<file path="src/rtl/m6809_pushpull_seq.sv">
// Byte sequencer for 6809 PSHS/PULS/PSHU/PULU: walks the post-byte mask, one memory cycle per byte.
// Optional M6809_PP_CYCLE_EXACT_EN inserts 3 dead cycles after start to mimic the 6809 overhead.
module m6809_pushpull_seq #(
    parameter int unsigned ADDR_W = 16
) (
    input  logic              clk,
    input  logic              reset,
    input  logic              start,
    input  logic [7:0]        ir_in,
    input  logic [7:0]        din,
    input  logic [ADDR_W-1:0] sp_in,
    input  logic              mem_ack,
    output logic              busy,
    output logic              mem_req,
    output logic              mem_we,
    output logic [ADDR_W-1:0] mem_addr,
    output logic [2:0]        reg_sel,
    output logic              byte_hi,
    output logic              reg_wr,
    output logic              use_u,
    output logic [ADDR_W-1:0] sp_out,
    output logic              sp_wr,
    output logic              done
);

    typedef enum logic [1:0] {
        StIdle,
        StXfer,
        StFin,
        StDead
    } state_e;

    localparam logic [ADDR_W-1:0] PtrOne = ADDR_W'(1);

    state_e            state_q, state_d;
    logic [7:0]        mask_q, mask_d;
    logic [ADDR_W-1:0] ptr_q, ptr_d;
    logic              push_q, push_d;
    logic              use_u_q, use_u_d;
    logic              half_q, half_d;
    logic              req_q, req_d;
    logic              done_q, done_d;
`ifdef M6809_PP_CYCLE_EXACT_EN
    logic [1:0]        dead_q, dead_d;
`endif

    logic [2:0] sel;
    logic       is_wide;
    logic       hi;
    logic [7:0] mask_clr;
    logic       accept;

    // Push serves the highest set bit first, pull the lowest.
    always_comb begin
        sel = 3'd0;
        if (push_q) begin
            for (int i = 0; i < 8; i++) begin
                if (mask_q[i]) sel = 3'(i);
            end
        end else begin
            for (int i = 7; i >= 0; i--) begin
                if (mask_q[i]) sel = 3'(i);
            end
        end
    end

    assign is_wide  = sel[2];
    // Push moves low then high; pull moves high then low.
    assign hi       = is_wide & (half_q ^ ~push_q);
    assign mask_clr = mask_q & ~(8'b1 << sel);
    assign accept   = (state_q == StIdle) && start && (ir_in[7:2] == 6'b001101);

    always_comb begin
        state_d = state_q;
        mask_d  = mask_q;
        ptr_d   = ptr_q;
        push_d  = push_q;
        use_u_d = use_u_q;
        half_d  = half_q;
        req_d   = req_q;
        done_d  = 1'b0;
`ifdef M6809_PP_CYCLE_EXACT_EN
        dead_d  = dead_q;
`endif
        unique case (state_q)
            StIdle: begin
                if (accept) begin
                    mask_d  = din;
                    ptr_d   = sp_in;
                    push_d  = ~ir_in[0];
                    use_u_d = ir_in[1];
                    half_d  = 1'b0;
                    req_d   = 1'b0;
`ifdef M6809_PP_CYCLE_EXACT_EN
                    dead_d  = 2'd2;
                    state_d = StDead;
`else
                    state_d = (din != 8'd0) ? StXfer : StFin;
`endif
                end
            end
            StXfer: begin
                if (!req_q) begin
                    req_d = 1'b1;
                end else if (mem_ack) begin
                    req_d = 1'b0;
                    ptr_d = push_q ? (ptr_q - PtrOne) : (ptr_q + PtrOne);
                    if (is_wide && !half_q) begin
                        half_d = 1'b1;
                    end else begin
                        half_d = 1'b0;
                        mask_d = mask_clr;
                        if (mask_clr == 8'd0) state_d = StFin;
                    end
                end
            end
            StFin: begin
                done_d  = 1'b1;
                state_d = StIdle;
            end
`ifdef M6809_PP_CYCLE_EXACT_EN
            StDead: begin
                if (dead_q == 2'd0) begin
                    state_d = (mask_q != 8'd0) ? StXfer : StFin;
                end else begin
                    dead_d = dead_q - 2'd1;
                end
            end
`endif
            default: state_d = StIdle;
        endcase
    end

    always_ff @(posedge clk) begin
        if (reset) begin
            state_q <= StIdle;
            mask_q  <= 8'd0;
            ptr_q   <= '0;
            push_q  <= 1'b0;
            use_u_q <= 1'b0;
            half_q  <= 1'b0;
            req_q   <= 1'b0;
            done_q  <= 1'b0;
`ifdef M6809_PP_CYCLE_EXACT_EN
            dead_q  <= 2'd0;
`endif
        end else begin
            state_q <= state_d;
            mask_q  <= mask_d;
            ptr_q   <= ptr_d;
            push_q  <= push_d;
            use_u_q <= use_u_d;
            half_q  <= half_d;
            req_q   <= req_d;
            done_q  <= done_d;
`ifdef M6809_PP_CYCLE_EXACT_EN
            dead_q  <= dead_d;
`endif
        end
    end

    // Request-side outputs are forced to zero outside a memory cycle.
    assign busy     = (state_q != StIdle);
    assign mem_req  = req_q;
    assign mem_we   = req_q & push_q;
    assign mem_addr = req_q ? (push_q ? (ptr_q - PtrOne) : ptr_q) : '0;
    assign reg_sel  = req_q ? sel : 3'd0;
    assign byte_hi  = req_q & hi;
    assign reg_wr   = req_q & mem_ack & ~push_q;
    assign use_u    = use_u_q & (busy | done_q);
    assign sp_out   = done_q ? ptr_q : '0;
    assign sp_wr    = done_q;
    assign done     = done_q;

endmodule

</file>
<file path="config.mk">
export PLATFORM = sky130hd
export DESIGN_NAME = m6809_pushpull_seq
export DESIGN_NICKNAME = d
export VERILOG_FILES = /design/src/rtl/m6809_pushpull_seq.sv
export SDC_FILE = /design/constraint.sdc
export NUM_CORES = 1
export LEC_CHECK = 0
export CAP_MARGIN = 20
export CORE_ASPECT_RATIO = 0.75
export CORE_MARGIN = 2
export CORE_UTILIZATION = 45
export CTS_CLUSTER_SIZE = 40
export DETAILED_ROUTE_END_ITERATION = 16
export DONT_BUFFER_PORTS = 1
export GPL_ROUTABILITY_DRIVEN = 0
export GPL_TIMING_DRIVEN = 0
export PLACE_DENSITY_LB_ADDON = 0.3
export SLEW_MARGIN = 5
export SYNTH_ARGS = -nofsm -noshare
export SYNTH_HDL_FRONTEND = slang
export SYNTH_SLANG_ARGS = --single-unit
</file>
<file path="constraint.sdc">
create_clock -name clk -period 3.8 [get_ports clk]
set_clock_uncertainty 0.2 [all_clocks]
set_input_delay 0.19 -clock clk [delete_from_list [all_inputs] [get_ports clk]]
set_output_delay 0.19 -clock clk [all_outputs]
set_load 0.01 [all_outputs]
</file>
## Word-level counts from Yosys, hierarchy flattened

Cells that the tools add are included.

- Register bits after elaboration: 31
- Bits of input ports: 36
- Output and inout bits: 43
- Logic and storage cells: 91

- $add $sub $neg: 2
- Equal/unequal tests: 8
- Shift operators: 1
- Muxes and demuxes: 46
- Bitwise operators: 12
- Reduce and logical (&&, ||, !) cells: 14

Operators by type and width:

| cell | number |
|---|---|
| 16-bit 2-to-1 mux | 7 |
| 3-bit 2-to-1 mux | 16 |
| 8-bit 2-to-1 mux | 4 |
| 16-bit one-hot mux with 2 select lines | 1 |
| 16-bit by 1-bit adder with 16-bit output, second input constant | 1 |
| 8-bit one-hot mux with 2 select lines | 1 |
| 16-bit by 1-bit subtractor with 16-bit output, second input constant | 1 |
| 2-bit 2-to-1 mux | 6 |
| 2-bit inequality test, second input constant | 5 |
| 5-bit AND reduction | 2 |
| 8-bit bitwise AND | 1 |
| 8-bit zero test | 1 |
| 1-bit 2-to-1 mux | 8 |
| 8-bit NOT | 1 |
| 8-bit nonzero test | 1 |
| 1-bit by 3-bit left shift with 8-bit output, first input constant | 1 |
| 1-bit bitwise AND | 6 |
| 6-bit by 4-bit == test with 1-bit output, second input constant | 1 |
| 1-bit one-hot mux with 2 select lines | 2 |
| 2-bit one-hot mux with 2 select lines | 1 |
| 2-bit AND reduction | 2 |
| 4-bit AND reduction | 1 |
| 2-bit nonzero test | 2 |
| 1-bit logical AND | 3 |
| 7 further kinds | 8 |

## Longest topological paths before layout

- Depth in word-level cells: 18
- Depth in mapped cells: 9
- Depth with buffers taken out: 9

## Worst setup path after synthesis

Ideal clock, no wire load.

- Kind: register to register
- Start point: reg state_q[0]
- End point: reg ptr_q[10]
- Setup time: 133 ps
- Arrival time: 2054 ps
- Data required time: 3467 ps
- Path slack: 1413 ps
- Stages on the path, launching flop included: 9
- Buffers on the path: 2
- Clock period less this slack: 2387 ps
- Cell sequence: dfxtp_1 -> or2_4 -> or3_4 -> or4_4 -> and2_4 -> buf_6 -> buf_6 -> a21oi_1 -> o32ai_2

- Cells in the longest elaborated chain, start to end: 5
- Elaborated cells on any way between the ends: 10
- Those cells by class: 4 x eq/ne; 1 x mux; 5 x reduce/logical

RTL lines:

| item | RTL line | source |
|---|---|---|
| start, declared | 35 | `state_e state_q, state_d;` |
| start signal, assigned | 136 | `state_q <= StIdle;` |
| start signal, assigned | 148 | `state_q <= state_d;` |
| 2-bit zero test | 71, 85 |  |
| 1-bit logical AND (2 in series) | 71 | `assign accept = (state_q == StIdle) && start && (ir_in[7:2] == 6'b001101);` |
| 2-bit inequality test (no line) | - |  |
| 4-bit AND reduction (no line) | - |  |
| end signal, assigned | 150 | `ptr_q <= ptr_d;` |
| end, declared | 37 | `logic [ADDR_W-1:0] ptr_q, ptr_d;` |

Several ways; a longest one is shown, not always the timed one.
A chain may end at the register's enable or synchronous reset.

## Worst setup path in the final report

- Start point: reg ptr_q[0]
- End point: out mem_addr[12]

- Cells in the longest elaborated chain, start to end: 3

RTL lines:

| item | RTL line | source |
|---|---|---|
| 16-bit by 1-bit subtractor with 16-bit output | 166 | `assign mem_addr = req_q ? (push_q ? (ptr_q - PtrOne) : ptr_q) : '0;` |
| 16-bit 2-to-1 mux (2 in series) | 166 |  |
| end, declared | 16 | `output logic [ADDR_W-1:0] mem_addr,` |

No other way between the ends.

==> reports/metrics.csv <==
stage;metric;value;unit
floorplanning;pin_count;79;
place;dp_slack;1.05;ns
route;wire_per_inst;17.0;um
clocking;cts-buffers-inserted;5;
route;drc;0;
worst_setup_path;crit_arrival;2.61;ns
worst_setup_path;cp_max_fo;6;
timing;finalSetupViolations;0;
global_route;gr-usage-all-layers;25.4;%
pwr;p_clk_share;47.7;%
route;drt_iter0_markers;258;
global_route;antenna_found_initial;0;
place;port_buffers;0;
floorplanning;core_area;5740;um^2
clocking;cts.clk_slew.worst_paths;0.08;ns
pwr;ir_drop;0.119;mV
logic_synthesis;synth.avg_cell_area;7.21;um^2
timing;period_needed;3.00;ns
clocking;h-tree-depth;2;
pwr;p_leak;1.16;nW
floorplanning;initial_core_util;45.7;%
pwr;powerDensity;238;nW/um^2
worst_setup_path;cp-end-kind;output port;
logic_synthesis;netlist_area;2620;um^2
global_route;grt.overflow.total;0;
pwr;p_switching;0.171;mW
final_layout;syn2layout_area_growth;18.5;%
clocking;insertion_delay;0.29;ns
pwr;seqPwrFrac;44.3;%
worst_setup_path;path_cells;inv_1, ha_1, nand4bb_1, nor4_1, nand2_1, xnor2_1, and2_1;
global_route;grt_max_degree;11;
timing;setup_tns;0;ns
logic_synthesis;syn-num-nets;404;
timing;max_clock_freq;334;MHz
final_layout;regArea;621;um^2
pwr;comb_power_share;8.0;%
timing;slew_violations;0;
run_status;status;complete, no violations;
clocking;cts_buffer_depth;2;
global_route;grt_pass1_vias;2640;
floorplanning;dieArea;6460;um^2
logic_synthesis;synth_seq_cells;31;
pwr;internal-power;0.569;mW
place;post_dp_cell_area;2720;um^2
logic_synthesis;ys_async_sr_fraction;0;%
place;dp_hpwl;5.79;mm
worst_setup_path;slowest_stage;nor4_1;
worst_setup_path;critPathLaunchType;flip-flop;
logic_synthesis;synth_edf_count;0;
worst_setup_path;slowest_delay;0.77;ns
clocking;cts_setup_buffers;0;
route;vias_per_cell;6.09;
final_layout;drive_gt1_share;7.52;%
min_path;hold_path_class;primary input to flip-flop;
timing;worstMarginPinSlew;0.778;ns
clocking;cts_tree;done;
worst_setup_path;critPathKind;flip-flop to output port;
clocking;cts-root-buf;clkbuf_8;
logic_synthesis;ys_warn_count;0;
logic_synthesis;synth_cell_types;61;
pwr;swShare;23.1;%
logic_synthesis;seq_area_frac_synth;23.7;%
timing;period_share;78.9;%
global_route;grt_pass1_wl;13.2;mm
logic_synthesis;ys.flop_type;dfxtp_1;
route;routed_wirelength;8.11;mm
logic_synthesis;syn_inst;364;
timing;rsz0062_at_grt;no;
timing;final_hold_viol_count;0;
route;first_pass_iters;5;
final_layout;nets;438;
final_layout;n_antenna_cell;0;
final_layout;final_core_util;54.2;%
route;final_antenna_net_count;0;
worst_setup_path;required;3.41;ns
timing;slew_headroom;47.7;%
floorplanning;fp.dieW;92.2;um
route;num_vias;2907;
final_layout;fin_area;3110;um^2
final_layout;multiInputGateArea;1830;um^2
job;max_cap_viol_count;0;
final_layout;fillCellCount;568;
clocking;cts_sinks;31;
floorplanning;die_h;70.1;um
timing;fin_ws;0.802;ns
floorplanning;row_count;24;
## metal layers
layer	wire length [um]	vias to the layer above	GRT usage [%]	part of all wire, %
met2	3450	160	36.1	43
met1	3760	1357	37.1	46
met5	0	-	0	0
met3	763	17	5.07	9.4
li1	-	1373	-	-
met4	133	0	10.6	1.6
## cells in the mapped netlist (4+ instances only)
library cell  count  area share, %
a211oi_1          5            1.4
a21oi_1          33            6.3
a2bb2oi_1         4            1.3
and2_1           38            9.1
buf_2             5           0.95
clkbuf_1         21            3.0
dfxtp_1          31             24
ha_1              4            1.9
inv_1             6           0.86
nand2_1          42            6.0
nand2b_1          5            1.2
nand3_1           7            1.3
nor2_1           33            4.7
nor2b_1           5            1.2
nor3_1            6            1.1
nor4_1            4           0.95
o211ai_1          4            1.1
o21ai_0          15            2.9
o221ai_1          6            2.0
o31ai_1           6            1.7
o32ai_1           4            1.3
or3_1             5            1.2
or4_1             4            1.1
xnor2_1          10            3.3
xor2_1            6            2.0
## repair_timing
action                                  in CTS  in global routing
hold buffers                                27                  0
endpoints found under the setup margin       0                  0
hold endpoints to repair                    25                  0
resized for setup                            0                  0
## metrics by stage
stage	cells	hold slack, ns	power [mW]
floorplan	364	0.0856	0.363
global placement	442	0.0907	0.372
detailed placement	442	0.0905	0.372
CTS	477	0.00732	0.740
global route	477	0.0146	0.768
finish	477	0.0159	0.740
## power groups by stage
stage	Combinational, mW	Sequential (mW)	Clock (mW)
after floorplan	0.0288	0.335	0
after global placement	0.0363	0.335	0
after detailed placement	0.0370	0.335	0
after CTS	0.0588	0.328	0.354
after global routing	0.0646	0.328	0.376
final	0.0591	0.328	0.353
## cell usage in the layout (no fill, tap or decap), drive strengths merged, types with 5 or more instances in the layout
cell type	synthesis	layout
dfxtp	31	31
buf	11	11
and2	39	39
nand2b	5	5
xnor2	10	10
nand3	7	7
o31ai	6	6
o221ai	6	6
nand2	42	42
o32ai	5	5
dlygate4sd3	0	27
nor2	33	33
clkbuf	21	27
xor2	6	6
nor2b	5	5
a21oi	33	33
nor3	6	6
nor4	6	6
or4	5	5
a211oi	5	5
o21ai	15	15
or3	6	6
inv	6	6
## state kept, by name, indices dropped and copies added, names as in the netlist
register / cells
mask_q: 8
done: 1
half_q: 1
mem_req: 1
ptr_q: 16
state_q: 2
push_q: 1
use_u_q: 1
## final timing paths
check / from / to / slack [ns] / cells past startpoint
max: ptr_q[0]$_SDFFE_PP0P_ / mem_addr[12] / 0.80 / 7
min: sp_in[7] / ptr_q[7]$_SDFFE_PP0P_ / 0.02 / 3
max reg2reg: ptr_q[0]$_SDFFE_PP0P_ / ptr_q[12]$_SDFFE_PP0P_ / 0.97 / 9
min reg2reg: use_u_q$_SDFFE_PP0P_ / use_u_q$_SDFFE_PP0P_ / 0.27 / 2
## layout make-up
class                      instances  area share [%]
inverter                           6           0.724
sequential                        31            20.0
tap                               78            3.14
buffer                            32            4.79
timing repair buffer              27            8.69
multi-input combinational        295            58.9
clock inverter                     2            1.13
clock buffer                       6            2.66
## worst max-delay path, delay by kind of cell, from the launching register on
family                   cells  cell delay (ns)
XOR/XNOR                     1             0.17
adder cells (fa/ha/maj)      1             0.21
buffers and inverters        1             0.14
flip-flops                   1             0.37
AND/OR/NAND/NOR              4             1.43
## kinds of logic after synthesis
family | share of synthesized area [%]
buffers and inverters | 6.53
flip-flops | 23.7
AND/OR/NAND/NOR | 35.5
AO/OA/AOI/OAI | 27.0
adder cells (fa/ha/maj) | 1.91
XOR/XNOR | 5.34
Note: power is estimated with default switching activity, not from simulation.
